## src/rtl/tape_pkg.sv

```systemverilog
`default_nettype none
// ============================================================================
// Module      : tape_pkg
// Description : Shared types for the Turing-machine tape controller: head
//               move encoding, controller states and the step counter width.
// Revision    : 1.0 - initial release
// ============================================================================
package tape_pkg;

  // Head movement requested by a command; RSVD behaves like STAY
  typedef enum logic [1:0] {
    STAY  = 2'b00,
    LEFT  = 2'b01,
    RIGHT = 2'b10,
    RSVD  = 2'b11
  } move_t;

  // Controller states
  typedef enum logic [1:0] {
    CLEAR = 2'b00,
    IDLE  = 2'b01,
    EXEC  = 2'b10,
    RESP  = 2'b11
  } state_t;

  localparam int STEP_W = 16;

endpackage
`default_nettype wire

```

## src/rtl/tape_mem.sv

```systemverilog
`default_nettype none
// ============================================================================
// Module      : tape_mem
// Description : DEPTH x SYM_W tape storage with one synchronous write port and
//               one combinational read port. Contents are not reset; the
//               controller blanks them with its clear sweep.
// Revision    : 1.0 - initial release
// ============================================================================
module tape_mem #(
  parameter int SYM_W = 2,
  parameter int DEPTH = 16,
  parameter int AW    = $clog2(DEPTH)
) (
  input  logic             clock,
  input  logic             we,
  input  logic [AW-1:0]    waddr,
  input  logic [SYM_W-1:0] wdata,
  input  logic [AW-1:0]    raddr,
  output logic [SYM_W-1:0] rdata
);

  logic [SYM_W-1:0] mem [DEPTH];

  // Synchronous write; addresses are always kept below DEPTH by the controller
  always_ff @(posedge clock) begin
    if (we) begin
      mem[waddr] <= wdata;
    end
  end

  assign rdata = mem[raddr];

endmodule
`default_nettype wire

```

## src/rtl/tape_controller.sv

```systemverilog
`default_nettype none
// ============================================================================
// Module      : tape_controller
// Description : Turing-machine tape: symbol store plus head pointer. Accepts
//               write/move commands on a valid/ready handshake and answers
//               with the symbol under the new head position.
//               Optional feature macro: TAPE_STEP_COUNT_EN (saturating count
//               of accepted commands on step_count; tied to 0 otherwise).
// Revision    : 1.0 - initial release
// ============================================================================
module tape_controller
  import tape_pkg::*;
#(
  parameter int               SYM_W = 2,
  parameter int               DEPTH = 16,
  parameter logic [SYM_W-1:0] BLANK = '0,
  parameter bit               WRAP  = 1'b0,
  localparam int              AW    = $clog2(DEPTH)
) (
  input  logic              clock,
  input  logic              reset_L,
  input  logic              cmd_valid,
  output logic              cmd_ready,
  input  logic              cmd_write,
  input  logic [SYM_W-1:0]  cmd_sym,
  input  logic [1:0]        cmd_move,
  output logic              rsp_valid,
  input  logic              rsp_ready,
  output logic [SYM_W-1:0]  rsp_sym,
  output logic              rsp_edge,
  output logic [AW-1:0]     head_pos,
  output logic [STEP_W-1:0] step_count
);

  // Last legal cell index, held one bit wider so head arithmetic cannot alias
  localparam logic [AW:0] LAST = (AW+1)'(DEPTH - 1);

  state_t           state, state_nx;
  logic [AW-1:0]    clr_idx;
  logic [AW-1:0]    head;
  logic             lat_write;
  logic [SYM_W-1:0] lat_sym;
  move_t            lat_move;
  logic             edge_q;

  logic             accept;
  logic [AW:0]      head_ext;
  logic [AW-1:0]    head_nx;
  logic             edge_nx;

  logic             mem_we;
  logic [AW-1:0]    mem_waddr;
  logic [SYM_W-1:0] mem_wdata;
  logic [SYM_W-1:0] mem_rdata;

  assign accept = cmd_valid & cmd_ready;

  // Next head position for the latched move; blocked moves set the edge flag
  always_comb begin
    head_ext = {1'b0, head};
    head_nx  = head;
    edge_nx  = 1'b0;
    case (lat_move)
      LEFT: begin
        if (head_ext == '0) begin
          if (WRAP) head_nx = LAST[AW-1:0];
          else      edge_nx = 1'b1;
        end else begin
          head_nx = AW'(head_ext - 1'b1);
        end
      end
      RIGHT: begin
        if (head_ext == LAST) begin
          if (WRAP) head_nx = '0;
          else      edge_nx = 1'b1;
        end else begin
          head_nx = AW'(head_ext + 1'b1);
        end
      end
      default: begin
        head_nx = head;
      end
    endcase
  end

  // Controller state register
  always_ff @(posedge clock or negedge reset_L) begin
    if (!reset_L) state <= CLEAR;
    else          state <= state_nx;
  end

  // Next state, handshake and memory write-port mux (clear sweep vs EXEC)
  always_comb begin
    state_nx  = state;
    cmd_ready = 1'b0;
    mem_we    = 1'b0;
    mem_waddr = clr_idx;
    mem_wdata = BLANK;
    case (state)
      CLEAR: begin
        mem_we = 1'b1;
        if ({1'b0, clr_idx} == LAST) state_nx = IDLE;
      end
      IDLE: begin
        cmd_ready = 1'b1;
        if (cmd_valid) state_nx = EXEC;
      end
      EXEC: begin
        mem_we    = lat_write;
        mem_waddr = head;
        mem_wdata = lat_sym;
        state_nx  = RESP;
      end
      RESP: begin
        if (rsp_ready) state_nx = IDLE;
      end
      default: begin
        state_nx = CLEAR;
      end
    endcase
  end

  // Clear index, command latch, head pointer and edge flag
  always_ff @(posedge clock or negedge reset_L) begin
    if (!reset_L) begin
      clr_idx   <= '0;
      head      <= '0;
      lat_write <= 1'b0;
      lat_sym   <= '0;
      lat_move  <= STAY;
      edge_q    <= 1'b0;
    end else begin
      if (state == CLEAR) begin
        clr_idx <= ({1'b0, clr_idx} == LAST) ? '0 : clr_idx + 1'b1;
      end
      if (accept) begin
        lat_write <= cmd_write;
        lat_sym   <= cmd_sym;
        lat_move  <= move_t'(cmd_move);
      end
      if (state == EXEC) begin
        head   <= head_nx;
        edge_q <= edge_nx;
      end
    end
  end

  tape_mem #(
    .SYM_W (SYM_W),
    .DEPTH (DEPTH),
    .AW    (AW)
  ) u_mem (
    .clock (clock),
    .we    (mem_we),
    .waddr (mem_waddr),
    .wdata (mem_wdata),
    .raddr (head),
    .rdata (mem_rdata)
  );

  // Response is only driven in RESP, so reset forces it to zero immediately
  assign rsp_valid = (state == RESP);
  assign rsp_sym   = rsp_valid ? mem_rdata : '0;
  assign rsp_edge  = rsp_valid & edge_q;
  assign head_pos  = head;

`ifdef TAPE_STEP_COUNT_EN
  logic [STEP_W-1:0] step_q;

  // Saturating count of accepted commands, cleared only by reset
  always_ff @(posedge clock or negedge reset_L) begin
    if (!reset_L) begin
      step_q <= '0;
    end else if (accept && (step_q != {STEP_W{1'b1}})) begin
      step_q <= step_q + 1'b1;
    end
  end

  assign step_count = step_q;
`else
  assign step_count = '0;
`endif

endmodule
`default_nettype wire
```

## config.mk

```make
export PLATFORM = sky130hd
export DESIGN_NAME = tape_controller
export DESIGN_NICKNAME = d
export VERILOG_FILES = /design/src/rtl/tape_pkg.sv /design/src/rtl/tape_mem.sv /design/src/rtl/tape_controller.sv
export SDC_FILE = /design/constraint.sdc
export NUM_CORES = 1
export LEC_CHECK = 0
export ABC_CLOCK_PERIOD_IN_PS = 1900
export BUFFER_PORTS_ARGS = -buffer_cell sky130_fd_sc_hd__buf_2
export CORE_MARGIN = 3
export CORE_UTILIZATION = 25
export CTS_BUF_LIST = sky130_fd_sc_hd__clkbuf_4
export DETAILED_ROUTE_END_ITERATION = 12
export GPL_TIMING_DRIVEN = 0
export SLEW_MARGIN = 0
export SYNTH_ARGS = -nofsm -noshare
export SYNTH_HDL_FRONTEND = slang
export SYNTH_SLANG_ARGS = --single-unit
export TNS_END_PERCENT = 1
```

## constraint.sdc

```tcl
create_clock -name clock -period 1.9 [get_ports clock]
set_input_delay 0.38 -clock clock [delete_from_list [all_inputs] [get_ports clock]]
set_output_delay 0.38 -clock clock [all_outputs]
set_load 0.03 [all_outputs]
```

# Word-level counts from Yosys, hierarchy flattened
# Memory sizes are Yosys's and may differ from the RTL's.
# Index checks and enable logic that the tools add are counted.
# W data, S select, Z words.
[totals]
register_bits = 16
latchBits = 0
mem_bits_rw = 32
mem_bits_ro = 0
input_bits = 9
output_inout_bits = 25
n_memories = 1
[mem_list]
columns = ["name", "depth", "word_bits", "read_ports", "rd_ports_with_merged_regs", "wr", "line", "text"]
rows = [
  ["u_mem.mem", 16, 2, 1, 0, 1, "tape_mem.sv:22", "logic [SYM_W-1:0] mem [DEPTH];"],
]
[classes]
n_addsub = 3
mul = 0
div_mod_pow = 0
n_lt_le_gt_ge = 0
n_eq_ne = 12
shift = 0
muxes = 18
n_bitwise = 2
n_reduce_logical = 5
[op_table]
columns = ["op", "count"]
rows = [
  ["$mux W4", 4],
  ["$mux W2", 5],
  ["$add A4 B1 Y4 const B", 2],
  ["$eq A4 B4 Y1 const B", 2],
  ["$ne A2 B2 Y1 const B", 4],
  ["$pmux W2 S4", 1],
  ["$pmux W4 S2", 1],
  ["$eq A2 B2 Y1 const B", 3],
  ["$mux W1", 5],
  ["$eq A2 B1 Y1 const B", 2],
  ["$logic_not A4 Y1", 1],
  ["$pmux W1 S2", 2],
  ["$reduce_and A4 Y1", 1],
  ["$sub A4 B1 Y4 const B", 1],
  ["$reduce_and A3 Y1", 1],
  ["$and A1 B1 Y1", 2],
  ["$logic_not A2 Y1", 1],
  ["$ne A2 B1 Y1 const B", 1],
  ["$reduce_bool A2 Y1", 1],
]

# Longest topological paths before layout
# Gate-level depths: netlist (run 1).
[depth]
depth_word = 4
depth_mapped = 8

# Modules after synthesis
# Synthesis (run 1) repeated with hierarchy kept, for this count alone.
[hier_totals]
cells_unflattened = 179
hier_area_um2 = 2423.6
[modules_own_cells]
columns = ["mod", "n_inst", "cells_each", "area_each_um2", "seq_area_each_um2"]
rows = [
  ["tape_mem", 1, 76, 1340.0, 960.9],
  ["tape_controller", 1, 103, 1083.5, 400.4],
]

# Worst setup path before layout (run 1)
# Ideal clock, no wire load.
[synth_timing]
path_type = "register to output"
startpoint = "register head[0] (netlist: head_pos[0])"
endpoint = "output rsp_sym[1]"
t_arrival_ns = 1.708
path_slack_ns = -0.188
stages_incl_launch_ff = 6
cell_sequence = "dfrtp_1 > buf_6 > buf_12 > mux4_2 > mux2i_1 > o22ai_1"
[synth_via]
elab_chain_len = 2
[synth_rtl]
columns = ["item", "line", "text"]
rows = [
  ["start: declaration", "tape_controller.sv:40", "logic [AW-1:0] head;"],
  ["start signal: assignment", "tape_controller.sv:142", "head <= head_nx;"],
  ["$mem_v2 Z16 W2", "--", ""],
  ["$mux W2", "tape_controller.sv:163", "assign rsp_sym = rsp_valid ? mem_rdata : '0;"],
  ["end: declaration", "tape_controller.sv:29", "output logic [SYM_W-1:0] rsp_sym,"],
]
# No other way between the ends.

# Final worst setup path (run 1)
[layout_timing]
startpoint = "register head[0] (netlist: head_pos[0])"
endpoint = "output rsp_sym[0]"
# The elaborated chain is that of the path after synthesis.

==> results by group, run 1 <==
Outcome
  • Status: complete, but fails checks
  • Failing checks: negative setup slack

Global route
  • Largest net degree at the start of global routing: 17
  • GRT Residual Overflow: 0
  • Vias in the first global route: 1,494
  • Initial antenna violation count: 0
  • GRT Overall Usage: 0.0838
  • First-pass GRT wire length: 7.22 mm

Clock tree
  • CTS H-tree depth: 2
  • Num CTS Buffers: 5
  • Root Buffer: clkbuf_4
  • CTS tree: done
  • Clock sink total: 48
  • Clk Latency, worst-skew pair: 0.37 ns
  • Max clock buf depth: 2
  • Clk slew on worst S/H paths: 0.15 ns

Floorplanning
  • DIE HEIGHT: 105 um
  • Die Wd: 105 um
  • Initial Util: 0.261
  • Die area: 0.0111 mm2
  • I/O pin cnt: 34
  • Site Rows: 35
  • Area of the core: 0.00942 mm2

Detailed routing
  • WL met2: 2.10 mm
  • Vias/cell: 4.12
  • Remaining DRCs: 0
  • DRT Wirelength: 4.30 mm
  • Routed Antenna Nets: 0
  • DR WL/cell: 12.1 um
  • 1st-pass router iterations: 4
  • Wire length on met3: 244 um
  • Metal-1 WL: 1.85 mm
  • Initial drt markers: 76
  • DR vias: 1,468
  • Highest routed layer: met4

Layout
  • Commonest non-fill, non-tap cell in the layout: edfxtp_1
  • Final #Nets: 246
  • Final cell count without fillers: 356
  • Area Overhead vs Synth: 21.3%
  • Diodes inserted: 0
  • Fillcell total: 936
  • Most frequent cells in the layout: 32 x edfxtp_1, 18 x buf_4, 17 x buf_2
  • Fraction of layout cells with a size suffix above 1: 0.419

Timing
  • Slew HR: 0.649
  • Min Hold Slack: 0.227 ns
  • Minimum clock period: 2.32 ns
  • Max Clock Freq: 0.432 GHz
  • Setup TNS: -1.70 ns
  • Worst Tran Pin Value: 0.527 ns
  • Unrepaired setup endpoints after global routing: yes
  • Final worst setup slack: -0.417 ns
  • Count of final setup violators: 18
  • Final Max Tran Viols: 0
  • Clock Skews: 0.0149 ns
  • Fin crit share: 1.22
  • Endpoints failing hold: 0

Worst hold path
  • Hold Path Class: in -> reg
  • WHS Endpoint: lat_move[1]
  • Hold_sp: cmd_move[1]
  • Hold Crit Depth: 2

Setup path
  • Worst setup path startpoint: head_pos[0]
  • Critical-path cell list: buf_6 > buf_12 > mux4_2 > mux2i_1 > o22ai_2 > buf_6
  • Startpoint Class: register
  • Crit Path Category: reg -> out
  • Crit Reg-Reg Endpoint: u_mem.mem[2][0]
  • Reg2reg path depth: 7
  • CP max stage cell: mux4_2
  • CP bufs+invs: 3
  • CP Max Fanout: 6
  • Top delay family on crit path: multiplexers
  • FF-to-FF setup slack: -0.11 ns
  • Critical Path End Type: output pin
  • Worst R2R Start: state[0]
  • Most Frequent Cell on Critical Path: buf_6
  • Req. time, crit path: 1.52 ns
  • Max incr delay on CP: 0.51 ns
  • Worst EP arrival: 1.94 ns

Synth
  • Synth unique cells: 33
  • Synth area leader: edfxtp_1
  • Sequential-to-total area share from yosys stat: 0.554
  • Mapped Cells: 184
  • Ys Warns: 0
  • #FFs+latches synth: 48
  • Synthesized cell area: 0.00246 mm2
  • Yosys top cell area share: 0.391
  • Synth Area per Inst: 13.4 um2
  • Ranking of synthesized cells by area: edfxtp_1 39%, dfrtp_1 16%, mux2_2 5.5%, ha_1 5.1%, buf_4 4.9%

Pwr
  • Pwr/cell area: 1500 mW/mm2
  • Power consumption: 4490 uW
  • P_leak: 0.00117 uW
  • Peak supply drop: 0.000462 V

Placed design
  • Routability Congestion: 0.704
  • Post-DP HPWL: 3.21 mm
  • PortBufs: 17
  • Placed cell count: 345
  • Pre-CTS worst setup slack: -0.309 ns

Run
  • Max Cap Viol: 0
registers in the layout (all words and copies together), names as in the netlist:
name / count
state: 2
clr_idx: 4
u_mem.mem: 32
lat_write: 1
lat_sym: 2
lat_move: 2
head_pos: 4
edge_q: 1
how the worst max path moves through the flow:
| stage | end | slack, ns | cells after the start |
|---|---|---|---|
| 3_5_place_dp | u_mem.mem[2][0] | -0.31 | 7 |
| 3_3_place_gp | u_mem.mem[3][0] | -0.27 | 7 |
| 5_1_grt | rsp_sym[0] | -0.51 | 5 |
| 2_1_floorplan | rsp_sym[1] | -0.03 | 5 |
| 4_1_cts | rsp_sym[1] | -0.44 | 6 |
| 6_report | rsp_sym[0] | -0.42 | 6 |
synth_stat cells:
master     number
nand2b_1        2
a21oi_1         4
mux4_2          5
xor2_1          1
nand4_1         2
o21ai_0         4
o211ai_1        1
a222oi_1        1
clkbuf_1        3
xnor2_1         3
buf_2           2
nand2_1        14
dfrtp_1        16
conb_1          1
and2_1          3
edfxtp_1       32
nor2_1         17
and3_1          1
buf_4          16
buf_12          1
mux2_2         12
a2bb2oi_2       1
fa_1            1
mux4_1          3
nor2b_1         1
nand3_1         3
nor4_1          1
inv_1          10
o32ai_1         2
ha_1           10
mux2i_1         8
buf_6           1
o22ai_1         2
routing by layer:
| layer | track usage | vias up |
|---|---|---|
| met5 | 0 | - |
| met4 | 0.0431 | 0 |
| met3 | 0.0284 | 8 |
| met2 | 0.132 | 36 |
| met1 | 0.102 | 705 |
| li1 | - | 719 |
cell type report:
cell class	count	area, um2	area share
Buffer	23	184	0.0617
Multi-Input combinational cell	118	1030	0.345
Timing Repair Buffer	20	123	0.0411
Inverter	10	37.5	0.0126
Sequential cell	48	1360	0.457
Clock inverter	3	46.3	0.0155
Clock buffer	5	37.5	0.0126
Tap cell	129	161	0.0541
power breakdown:
part           leakage (uW)  total [uW]  internal (uW)  switching [uW]
Sequential         0.000486        1600           1400             200
Combinational      0.000644        2270            991            1280
Clock             0.0000418         617            281             336
what timing repair did:
item,in CTS,in global routing
setup buffers,2,0
endpoints found under the hold margin,16,0
setup endpoints to repair,34,36
pin swaps,0,2
hold buffers,1,0
resized for setup,9,29
kinds of logic (layout without fill, tap and decap cells):
logic type / after synthesis / count (layout) / synth area share
buffers and inverters: 33 / 61 / 0.0855
adder cells (fa/ha/maj): 11 / 11 / 0.0590
AND/OR/NAND/NOR: 44 / 44 / 0.0789
flip-flops: 48 / 48 / 0.554
other: 1 / 16 / 0.00153
multiplexers: 28 / 28 / 0.165
XOR/XNOR: 4 / 4 / 0.0143
AO/OA/AOI/OAI: 15 / 15 / 0.0417
through the flow:
| stage | instance area [um2] | utilization |
|---|---|---|
| floorplan | 2530 | - |
| global placement | 2780 | 0.295 |
| detailed placement | 2780 | 0.295 |
| CTS | 2910 | 0.309 |
| global route | 2980 | 0.317 |
| finish | 2980 | 0.317 |
No activity file was read; power rests on OpenSTA's default activity.
==> run 2, diff against run 1 <==
Settings changed: CORE_ASPECT_RATIO set to 0.6.
==> results by group, run 2 (synthesis gave the netlist of run 1 again) <==
Outcome
  • Status: complete, but fails checks
  • Failing checks: negative setup slack

Global route
  • First-pass GRT wire length: 7.65 mm
  • Vias in the first global route: 1,430
  • GRT Residual Overflow: 0
  • Initial antenna violation count: 0
  • GRT Overall Usage: 0.0899
  • Largest net degree at the start of global routing: 17

Floorplanning
  • I/O pin cnt: 34
  • Site Rows: 27
  • Die Wd: 134 um
  • Area of the core: 0.00936 mm2
  • DIE HEIGHT: 82.8 um
  • Die area: 0.0111 mm2
  • Initial Util: 0.263

Pwr
  • Peak supply drop: 0.000389 V
  • Pwr/cell area: 1530 mW/mm2
  • Sw Share: 0.417
  • Reg power frac: 0.347
  • Internal Pwr Total: 2700 uW
  • Sw power: 1930 uW
  • Clock network power share: 0.128
  • Comb pwr share: 0.525
  • P_leak: 0.00120 uW

Clock tree
  • Root Buffer: clkbuf_4
  • Max clock buf depth: 2
  • Num CTS Buffers: 5
  • CTS tree: done
  • Clock sink total: 48
  • Clk slew on worst S/H paths: 0.15 ns
  • CTS H-tree depth: 2
  • Clk Latency, worst-skew pair: 0.37 ns

Setup path
  • Worst EP arrival: 2.01 ns
  • Crit Path Category: reg -> out
  • CP Max Fanout: 5
  • Critical Path End Type: output pin
  • Startpoint Class: register
  • Req. time, crit path: 1.52 ns

Layout
  • Max reg flops: 32
  • Commonest non-fill, non-tap cell in the layout: edfxtp_1
  • Top reg by flops: u_mem.mem
  • Diodes inserted: 0
  • Fraction of layout cells with a size suffix above 1: 0.417
  • Fillcell total: 937
  • Final Instance Area: 0.00302 mm2
  • Area Overhead vs Synth: 22.9%
  • Multi-input logic area: 0.00107 mm2
  • Reg area: 0.00136 mm2
  • Final #Nets: 247
  • Most frequent cells in the layout: 32 x edfxtp_1, 20 x buf_4, 16 x buf_2, 16 x nor2_2, 16 x conb_1

Detailed routing
  • Initial drt markers: 44
  • Routed Antenna Nets: 0
  • Remaining DRCs: 0
  • Vias/cell: 4.16
  • DR WL/cell: 13.7 um
  • 1st-pass router iterations: 4
  • DRT Wirelength: 4.91 mm
  • DR vias: 1,491

Timing
  • Unrepaired setup endpoints after global routing: yes
  • Final worst setup slack: -0.489 ns
  • Max Clock Freq: 0.419 GHz
  • Clock Skews: 0.0300 ns
  • Worst Tran Pin Value: 0.557 ns
  • Final Max Tran Viols: 0
  • Count of final setup violators: 8
  • Min Hold Slack: 0.225 ns
  • Minimum clock period: 2.39 ns
  • Endpoints failing hold: 0
  • Slew HR: 0.628
  • Fin crit share: 1.26

Placed design
  • Routability Congestion: 0.755
  • PortBufs: 17
  • Post-DP HPWL: 3.74 mm
  • Placed instance area: 0.00278 mm2

Run
  • Max Cap Viol: 0

Worst hold path
  • Hold Path Class: in -> reg
==> run 2: final timing paths <==
path                                  start                to  cells after the start  slack, ns
worst min-delay path             cmd_sym[1]        lat_sym[1]                      2       0.23
worst max-delay path            head_pos[0]        rsp_sym[0]                      5      -0.49
worst min register to register   lat_sym[1]        lat_sym[1]                      1       0.53
min in group asynchronous           reset_L        lat_sym[1]                      2       0.44
worst max register to register     state[0]  u_mem.mem[12][0]                      7      -0.03
max in group asynchronous           reset_L            edge_q                      2       1.14
==> run 2: critical path, stage by stage (launching register included) <==
cell and delay (ns):
dfrtp_2 0.40, buf_6 0.14, mux4_1 0.60, mux2i_1 0.22, o22ai_2 0.12, buf_6 0.15
==> run 2: layer usage <==
layer / routed length [um] / GRT usage / part of all wire
met1: 2490 / 0.129 / 0.51
met2: 2200 / 0.131 / 0.45
met3: 176 / 0.0285 / 0.036
met4: 47 / 0.0250 / 0.0096
met5: 0 / 0 / 0
==> run 2: layout make-up <==
cell class / instances / area share
Buffer: 23 / 0.0617
Tap cell: 130 / 0.0539
Clock buffer: 5 / 0.0124
Multi-Input combinational cell: 118 / 0.353
Inverter: 10 / 0.0124
Clock inverter: 3 / 0.0124
Timing Repair Buffer: 21 / 0.0431
Sequential cell: 48 / 0.451
==> run 2: stage by stage <==
stage                     total power, uW  setup TNS, ns  instances  setup slack [ns]  utilization
after floorplan                      3200        -0.0491        199           -0.0252            -
after global placement               3650          -7.40        346            -0.268        0.297
after detailed placement             3730          -8.63        346            -0.319        0.297
after CTS                            4520          -2.56        358            -0.513        0.316
after global routing                 4950          -2.91        358            -0.569        0.323
final                                4640          -1.07        358            -0.489        0.323
==> run 2: timing repair <==
action	in CTS	in global routing
buffers inserted	3	0
gates resized for setup	25	18
setup endpoints to repair	34	35
gates cloned	0	0
pin swaps	3	1
hold buffers	1	0
hold endpoints to repair	16	0
==> run 2: power groups by stage <==
stage	clock network, uW	registers (uW)	logic [uW]
after floorplan	0	1650	1550
after global placement	0	1620	2030
after detailed placement	0	1630	2100
after CTS	604	1600	2310
after global routing	649	1640	2660
final	594	1610	2430
